===== src/rtl/mips_defs.sv =====
// Shared encodings for the MIPS ALU issue controller: ALU operation codes, opcode/funct values
// and the sequencer state type.
package mips_defs;

  localparam logic [3:0] AluAnd = 4'b0000;
  localparam logic [3:0] AluOr  = 4'b0001;
  localparam logic [3:0] AluAdd = 4'b0010;
  localparam logic [3:0] AluSub = 4'b0110;
  localparam logic [3:0] AluSlt = 4'b0111;
  localparam logic [3:0] AluNor = 4'b1100;

  localparam logic [5:0] OpRtype = 6'h00;
  localparam logic [5:0] OpBeq   = 6'h04;
  localparam logic [5:0] OpAddi  = 6'h08;
  localparam logic [5:0] OpSlti  = 6'h0A;
  localparam logic [5:0] OpAndi  = 6'h0C;
  localparam logic [5:0] OpOri   = 6'h0D;

  localparam logic [5:0] FnAdd = 6'h20;
  localparam logic [5:0] FnSub = 6'h22;
  localparam logic [5:0] FnAnd = 6'h24;
  localparam logic [5:0] FnOr  = 6'h25;
  localparam logic [5:0] FnNor = 6'h27;
  localparam logic [5:0] FnSlt = 6'h2A;

  typedef enum logic [1:0] {StIdle, StDec, StExe, StWb} state_e;

endpackage


===== src/rtl/mips_instr_decode.sv =====
// Combinational decode of one MIPS R/I-type word into ALU control, extended immediate and
// writeback destination.
module mips_instr_decode
  import mips_defs::*;
#(
  parameter int unsigned DW = 32,
  parameter int unsigned RW = 5
) (
  input  logic [31:0]   instr,
  output logic [3:0]    alu_op,
  output logic          mux_sel,
  output logic [DW-1:0] imm_ext,
  output logic [RW-1:0] dest,
  output logic          wr_en,
  output logic          is_beq,
  output logic          illegal
);

  logic [5:0]    op;
  logic [5:0]    funct;
  logic [DW-1:0] imm_sext;
  logic [DW-1:0] imm_zext;

  assign op       = instr[31:26];
  assign funct    = instr[5:0];
  assign imm_sext = {{(DW-16){instr[15]}}, instr[15:0]};
  assign imm_zext = {{(DW-16){1'b0}}, instr[15:0]};

  always_comb begin
    alu_op  = AluAdd;
    mux_sel = 1'b0;
    imm_ext = '0;
    dest    = RW'(instr[20:16]);
    wr_en   = 1'b0;
    is_beq  = 1'b0;
    illegal = 1'b0;
    case (op)
      OpRtype: begin
        dest  = RW'(instr[15:11]);
        wr_en = 1'b1;
        case (funct)
          FnAdd:   alu_op = AluAdd;
          FnSub:   alu_op = AluSub;
          FnAnd:   alu_op = AluAnd;
          FnOr:    alu_op = AluOr;
          FnNor:   alu_op = AluNor;
          FnSlt:   alu_op = AluSlt;
          default: begin
            illegal = 1'b1;
            wr_en   = 1'b0;
          end
        endcase
      end
      OpAddi: begin
        mux_sel = 1'b1;
        imm_ext = imm_sext;
        wr_en   = 1'b1;
      end
      OpSlti: begin
        alu_op  = AluSlt;
        mux_sel = 1'b1;
        imm_ext = imm_sext;
        wr_en   = 1'b1;
      end
      OpAndi: begin
        alu_op  = AluAnd;
        mux_sel = 1'b1;
        imm_ext = imm_zext;
        wr_en   = 1'b1;
      end
      OpOri: begin
        alu_op  = AluOr;
        mux_sel = 1'b1;
        imm_ext = imm_zext;
        wr_en   = 1'b1;
      end
      // Compare rs against rt; the immediate is the branch offset, not an ALU operand.
      OpBeq: begin
        alu_op  = AluSub;
        imm_ext = imm_sext;
        is_beq  = 1'b1;
      end
      default: illegal = 1'b1;
    endcase
  end

endmodule


===== src/rtl/mips_alu_issue_ctrl.sv =====
// Issue/writeback sequencer for the regfile+ALU datapath: one instruction in flight through
// IDLE -> DEC -> EXE -> WB, with every output derived from registered state.
module mips_alu_issue_ctrl
  import mips_defs::*;
#(
  parameter int unsigned DW = 32,
  parameter int unsigned RW = 5
) (
  input  logic          clk,
  input  logic          rst,
  input  logic          instr_valid,
  input  logic [31:0]   instr,
  output logic          instr_ready,
  output logic [RW-1:0] read_reg1,
  output logic [RW-1:0] read_reg2,
  output logic [3:0]    ALUop,
  output logic          MUXsel,
  output logic [DW-1:0] in1,
  input  logic [DW-1:0] ALUout,
  input  logic          ALUzero,
  output logic [RW-1:0] write_reg,
  output logic [DW-1:0] write_data,
  output logic          RegWrite,
  output logic          done,
  output logic          branch_taken,
  output logic          illegal
);

  state_e        state_q;
  logic [31:0]   instr_q;
  logic [DW-1:0] res_q;
  logic          zero_q;

  logic [3:0]    dec_alu_op;
  logic          dec_mux_sel;
  logic [DW-1:0] dec_imm;
  logic [RW-1:0] dec_dest;
  logic          dec_wr_en;
  logic          dec_is_beq;
  logic          dec_illegal;

  logic          issue;
  logic          wb;

  mips_instr_decode #(
    .DW (DW),
    .RW (RW)
  ) u_decode (
    .instr   (instr_q),
    .alu_op  (dec_alu_op),
    .mux_sel (dec_mux_sel),
    .imm_ext (dec_imm),
    .dest    (dec_dest),
    .wr_en   (dec_wr_en),
    .is_beq  (dec_is_beq),
    .illegal (dec_illegal)
  );

  always_ff @(posedge clk or posedge rst) begin
    if (rst) begin
      state_q <= StIdle;
      instr_q <= '0;
      res_q   <= '0;
      zero_q  <= 1'b0;
    end else begin
      case (state_q)
        StIdle: begin
          if (instr_valid) begin
            instr_q <= instr;
            state_q <= StDec;
          end
        end
        StDec:   state_q <= StExe;
        StExe: begin
          res_q   <= ALUout;
          zero_q  <= ALUzero;
          state_q <= StWb;
        end
        default: state_q <= StIdle;
      endcase
    end
  end

  assign issue = (state_q == StDec) || (state_q == StExe);
  assign wb    = (state_q == StWb);

  assign instr_ready = (state_q == StIdle);

  // Operand controls are held steady across DEC and EXE so the datapath settles before capture.
  assign read_reg1 = issue ? RW'(instr_q[25:21]) : '0;
  assign read_reg2 = issue ? RW'(instr_q[20:16]) : '0;
  assign ALUop     = issue ? dec_alu_op : '0;
  assign MUXsel    = issue & dec_mux_sel;
  assign in1       = issue ? dec_imm : '0;

  // Writeback qualifiers depend only on state_q, so an async reset drops them immediately.
  assign write_reg    = wb ? dec_dest : '0;
  assign write_data   = wb ? res_q : '0;
  assign RegWrite     = wb & dec_wr_en & (dec_dest != '0);
  assign done         = wb;
  assign branch_taken = wb & dec_is_beq & zero_q;
  assign illegal      = wb & dec_illegal;

endmodule


===== config.mk =====
export PLATFORM = sky130hd
export DESIGN_NAME = mips_alu_issue_ctrl
export DESIGN_NICKNAME = d
export VERILOG_FILES = /design/src/rtl/mips_defs.sv /design/src/rtl/mips_instr_decode.sv /design/src/rtl/mips_alu_issue_ctrl.sv
export SDC_FILE = /design/constraint.sdc
export NUM_CORES = 1
export LEC_CHECK = 0
export CORE_ASPECT_RATIO = 1.2
export CORE_MARGIN = 4
export CORE_UTILIZATION = 38
export DETAILED_ROUTE_END_ITERATION = 7
export GPL_TIMING_DRIVEN = 0
export PLACE_DENSITY = 0.77
export SLEW_MARGIN = 20
export SYNTH_ARGS = -nofsm -noshare
export SYNTH_HDL_FRONTEND = slang
export SYNTH_SLANG_ARGS = --single-unit

===== constraint.sdc =====
create_clock -name clk -period 2.5 [get_ports clk]
set_clock_uncertainty 0.05 [all_clocks]
set_input_delay 0.5 -clock clk [delete_from_list [all_inputs] [get_ports clk]]
set_output_delay 0.5 -clock clk [all_outputs]
set_load 0.01 [all_outputs]

==> results.sh <==
export IMPL_clock_latency_ns=0.34
export IMPL_max_stage_delay_ns=0.52
export IMPL_ant_nets=0
export IMPL_htree_num_levels=3
export IMPL_numCtsBuffers=9
export IMPL_place_inst=572
export IMPL_grt_ovfl_total=0
export IMPL_cts_tree="done"
export IMPL_core_area_sq_um=8700
export IMPL_post_route_cells_drive_above_1_share_pct=36.3
export IMPL_antenna_cells=0
export IMPL_fin_area_sq_um=5690
export IMPL_synth_ff_type="dfrtp_1"
export IMPL_ys_seq_area_share_pct=48.6
export IMPL_cts_sinks=67
export IMPL_status="finished with violations"
export IMPL_gp_congestion=0.958
export IMPL_die_width_microns=95.0
export IMPL_netlist_instances=298
export IMPL_path_class="register to output port"
export IMPL_syn2layout_area_growth_pct=65.0
export IMPL_cts_root_buffer="clkbuf_8"
export IMPL_core_rowCount=37
export IMPL_cp_cell_sequence="or4_4 -> or4_4 -> nor3b_4 -> o2111a_1 -> buf_2"
export IMPL_pin_count=157
export IMPL_synth_area_leaders="dfrtp_1, mux2_2, and2_1"
export IMPL_slew_violations=0
export IMPL_clockBufferDepth=2
export IMPL_track_usage_pct=18.8
export IMPL_synth_seq_cells=67
export IMPL_leakagePower_uw=0.00297
export IMPL_clock_fmax_ghz=0.344
export IMPL_final_hold_viol_count=0
export IMPL_drtIter0Drc=124
export IMPL_initial_utilization_pct=39.6
export IMPL_required_ns=1.95
export IMPL_period_share_pct=116
export IMPL_drv_cap=0
export IMPL_clk_pin_slew_worst_paths_ns=0.07
export IMPL_max_slew_margin_rel_pct=59.9
export IMPL_syn_num_nets=370
export IMPL_arrival_ns=2.36
export IMPL_dpl_cell_area_sq_um=5190
export IMPL_fp_dieH_microns=112
export IMPL_tightest_slew_ns=0.602
export IMPL_syn_area_sq_um=3450
export IMPL_yosysTopAreaCellShare_pct=48.6
export IMPL_violations="setup timing"
export IMPL_grt_max_degree=57
export IMPL_wl_microns=9940
export IMPL_fp_dieArea_sq_um=10700
export IMPL_critPathMaxFanout=7
export IMPL_async_flop_share_pct=100
export IMPL_critPathMostFrequentCell="or4_4"
export IMPL_portBuffers=156
export IMPL_vias=2969
export IMPL_synth_edf_count=0
export IMPL_finalSetupViolations=23
export IMPL_synth_avg_cell_area_sq_um=11.6
export IMPL_yosys_warnings=0
export IMPL_cp_end_kind="output port"
export IMPL_synth_distinct_cells=34
export IMPL_antenna_found_initial=0
export IMPL_slowest_stage="or4_4"
export IMPL_place_detailed_hpwl_microns=7160
export IMPL_ir_worst_vdd_uv=454
export IMPL_setup_ws_ns=-0.406
export IMPL_powerDensity_nw_per_um2=1100
export IMPL_period_needed_ns=2.91
export IMPL_grt_pass1_vias=3147
export IMPL_drc_errors=0
export IMPL_synth_most_common_cell="dfrtp_1"
export IMPL_rsz0062_at_grt="true"
export IMPL_nNetsFinal=558
export IMPL_yosysTopAreaCell="dfrtp_1"
export IMPL_final_cells=608
export IMPL_grt_pass1_wl_microns=15600
export IMPL_min_path_type="primary input to asynchronous set/reset pin"
export IMPL_synth_commonest_cells="dfrtp_1, mux2_2, and2_1"
export IMPL_vias_per_cell=4.88
export IMPL_first_pass_iters=4
export IMPL_avgRoutedWirePerCell_microns=16.4
export IMPL_start_kind="register"
==> path summary, 6_finish.rpt <==
check | startpoint | end | slack (ns) | cells past startpoint
worst max-delay path | instr_q[27]$_DFFE_PP0P_ | RegWrite | -0.41 | 5
worst min-delay path | rst | instr_q[10]$_DFFE_PP0P_ | 0.36 | 2
worst max register to register | state_q[1]$_DFFE_PP0P_ | res_q[5]$_DFFE_PP0N_ | 0.37 | 6
worst min register to register | res_q[10]$_DFFE_PP0N_ | res_q[10]$_DFFE_PP0N_ | 0.45 | 1
max in group asynchronous | rst | instr_q[28]$_DFFE_PP0P_ | 1.49 | 3
min in group clk | res_q[10]$_DFFE_PP0N_ | res_q[10]$_DFFE_PP0N_ | 0.45 | 1
==> metal layers <==
| layer | track usage [%] | routed length (microns) |
|---|---|---|
| met5 | 0 | 0 |
| met4 | 8.28 | 216 |
| met3 | 6.43 | 1010 |
| met2 | 32.3 | 5000 |
| met1 | 20.7 | 3710 |
==> cell families after synthesis <==
family / after synthesis / share of synthesized area (%)
adders and majority gates: 4 / 1.45
buffers and inverters: 38 / 5.98
and+or+nand+nor: 98 / 17.0
DFF: 67 / 48.6
muxes: 72 / 23.2
AOI/OAI and AO/OA: 19 / 3.70
==> flip-flops by register name (all words and copies together) (netlist names) <==
signal,flops
instr_q,32
res_q,32
state_q,2
zero_q,1
==> per-stage QoR <==
| step | power (uW) | setup TNS (ns) | hold slack, ns | setup slack [ns] | util, % |
|---|---|---|---|---|---|
| 3_5_place_dp | 5070 | -13.67 | 0.435 | -0.656 | 59.6 |
| 5_1_grt | 6690 | -8.61 | 0.361 | -0.462 | 65.4 |
| 4_1_cts | 6270 | -5.52 | 0.349 | -0.419 | 64.5 |
| 2_1_floorplan | 3710 | 0 | 0.421 | 0.0400 | - |
| 6_report | 6290 | -6.48 | 0.364 | -0.406 | 65.4 |
| 3_3_place_gp | 4960 | -75.02 | 0.429 | -0.955 | 59.3 |
==> cells in the final DEF (no fill, tap or decap), types with 2 or more instances in the layout <==
master,n
a21oi_1,3
clkdlybuf4s50_1,83
dlymetal6s2s_1,28
dfrtp_1,64
mux2_2,65
or4_4,2
nor2_1,7
dfrtp_2,3
dlygate4sd2_1,15
nand2b_1,4
clkbuf_1,4
mux2i_1,7
clkdlybuf4s15_1,3
clkinv_2,2
clkdlybuf4s15_2,4
clkbuf_8,16
clkbuf_2,12
buf_4,33
clkbuf_4,2
buf_1,4
and2_1,60
nand2_1,6
buf_2,11
inv_2,2
nand3_1,2
buf_6,2
ha_4,2
clkinvlp_4,2
o21ai_0,6
nor4_4,2
ha_1,2
inv_1,4
==> report_power, final <==
part,switching [uW],total [uW],leakage (uW),internal (uW)
combinational,1470,3310,0.00208,1840
clock,414,953,0.000108,539
sequential,367,2020,0.000785,1650
total,2250,6290,0.00297,4040
==> timing repair <==
item | 4_1_cts | 5_1_grt
pin swaps | 11 | 5
setup endpoints to repair | 84 | 69
setup buffers | 16 | 5
resized for setup | 142 | 48
hold endpoints to repair | 0 | 0
hold buffers | 0 | 0
==> critical path: cells and delay by family (launching register included) <==
family / cells / cell delay (ns)
AO/OA/AOI/OAI: 1 / 0.20
buffers and inverters: 1 / 0.14
flip-flops: 1 / 0.46
AND/OR/NAND/NOR: 3 / 1.21
==> layout make-up <==
| cell class | count | area [sq um] |
|---|---|---|
| Buffer | 29 | 213 |
| Clock buffer | 12 | 165 |
| Clock inverter | 4 | 47.5 |
| Fill cell | 711 | 3010 |
| Inverter | 8 | 36.3 |
| Multi-Input combinational cell | 193 | 1700 |
| Sequential cell | 67 | 1680 |
| Tap cell | 117 | 146 |
| Timing Repair Buffer | 178 | 1710 |
Power figures use the tool's default switching activity.
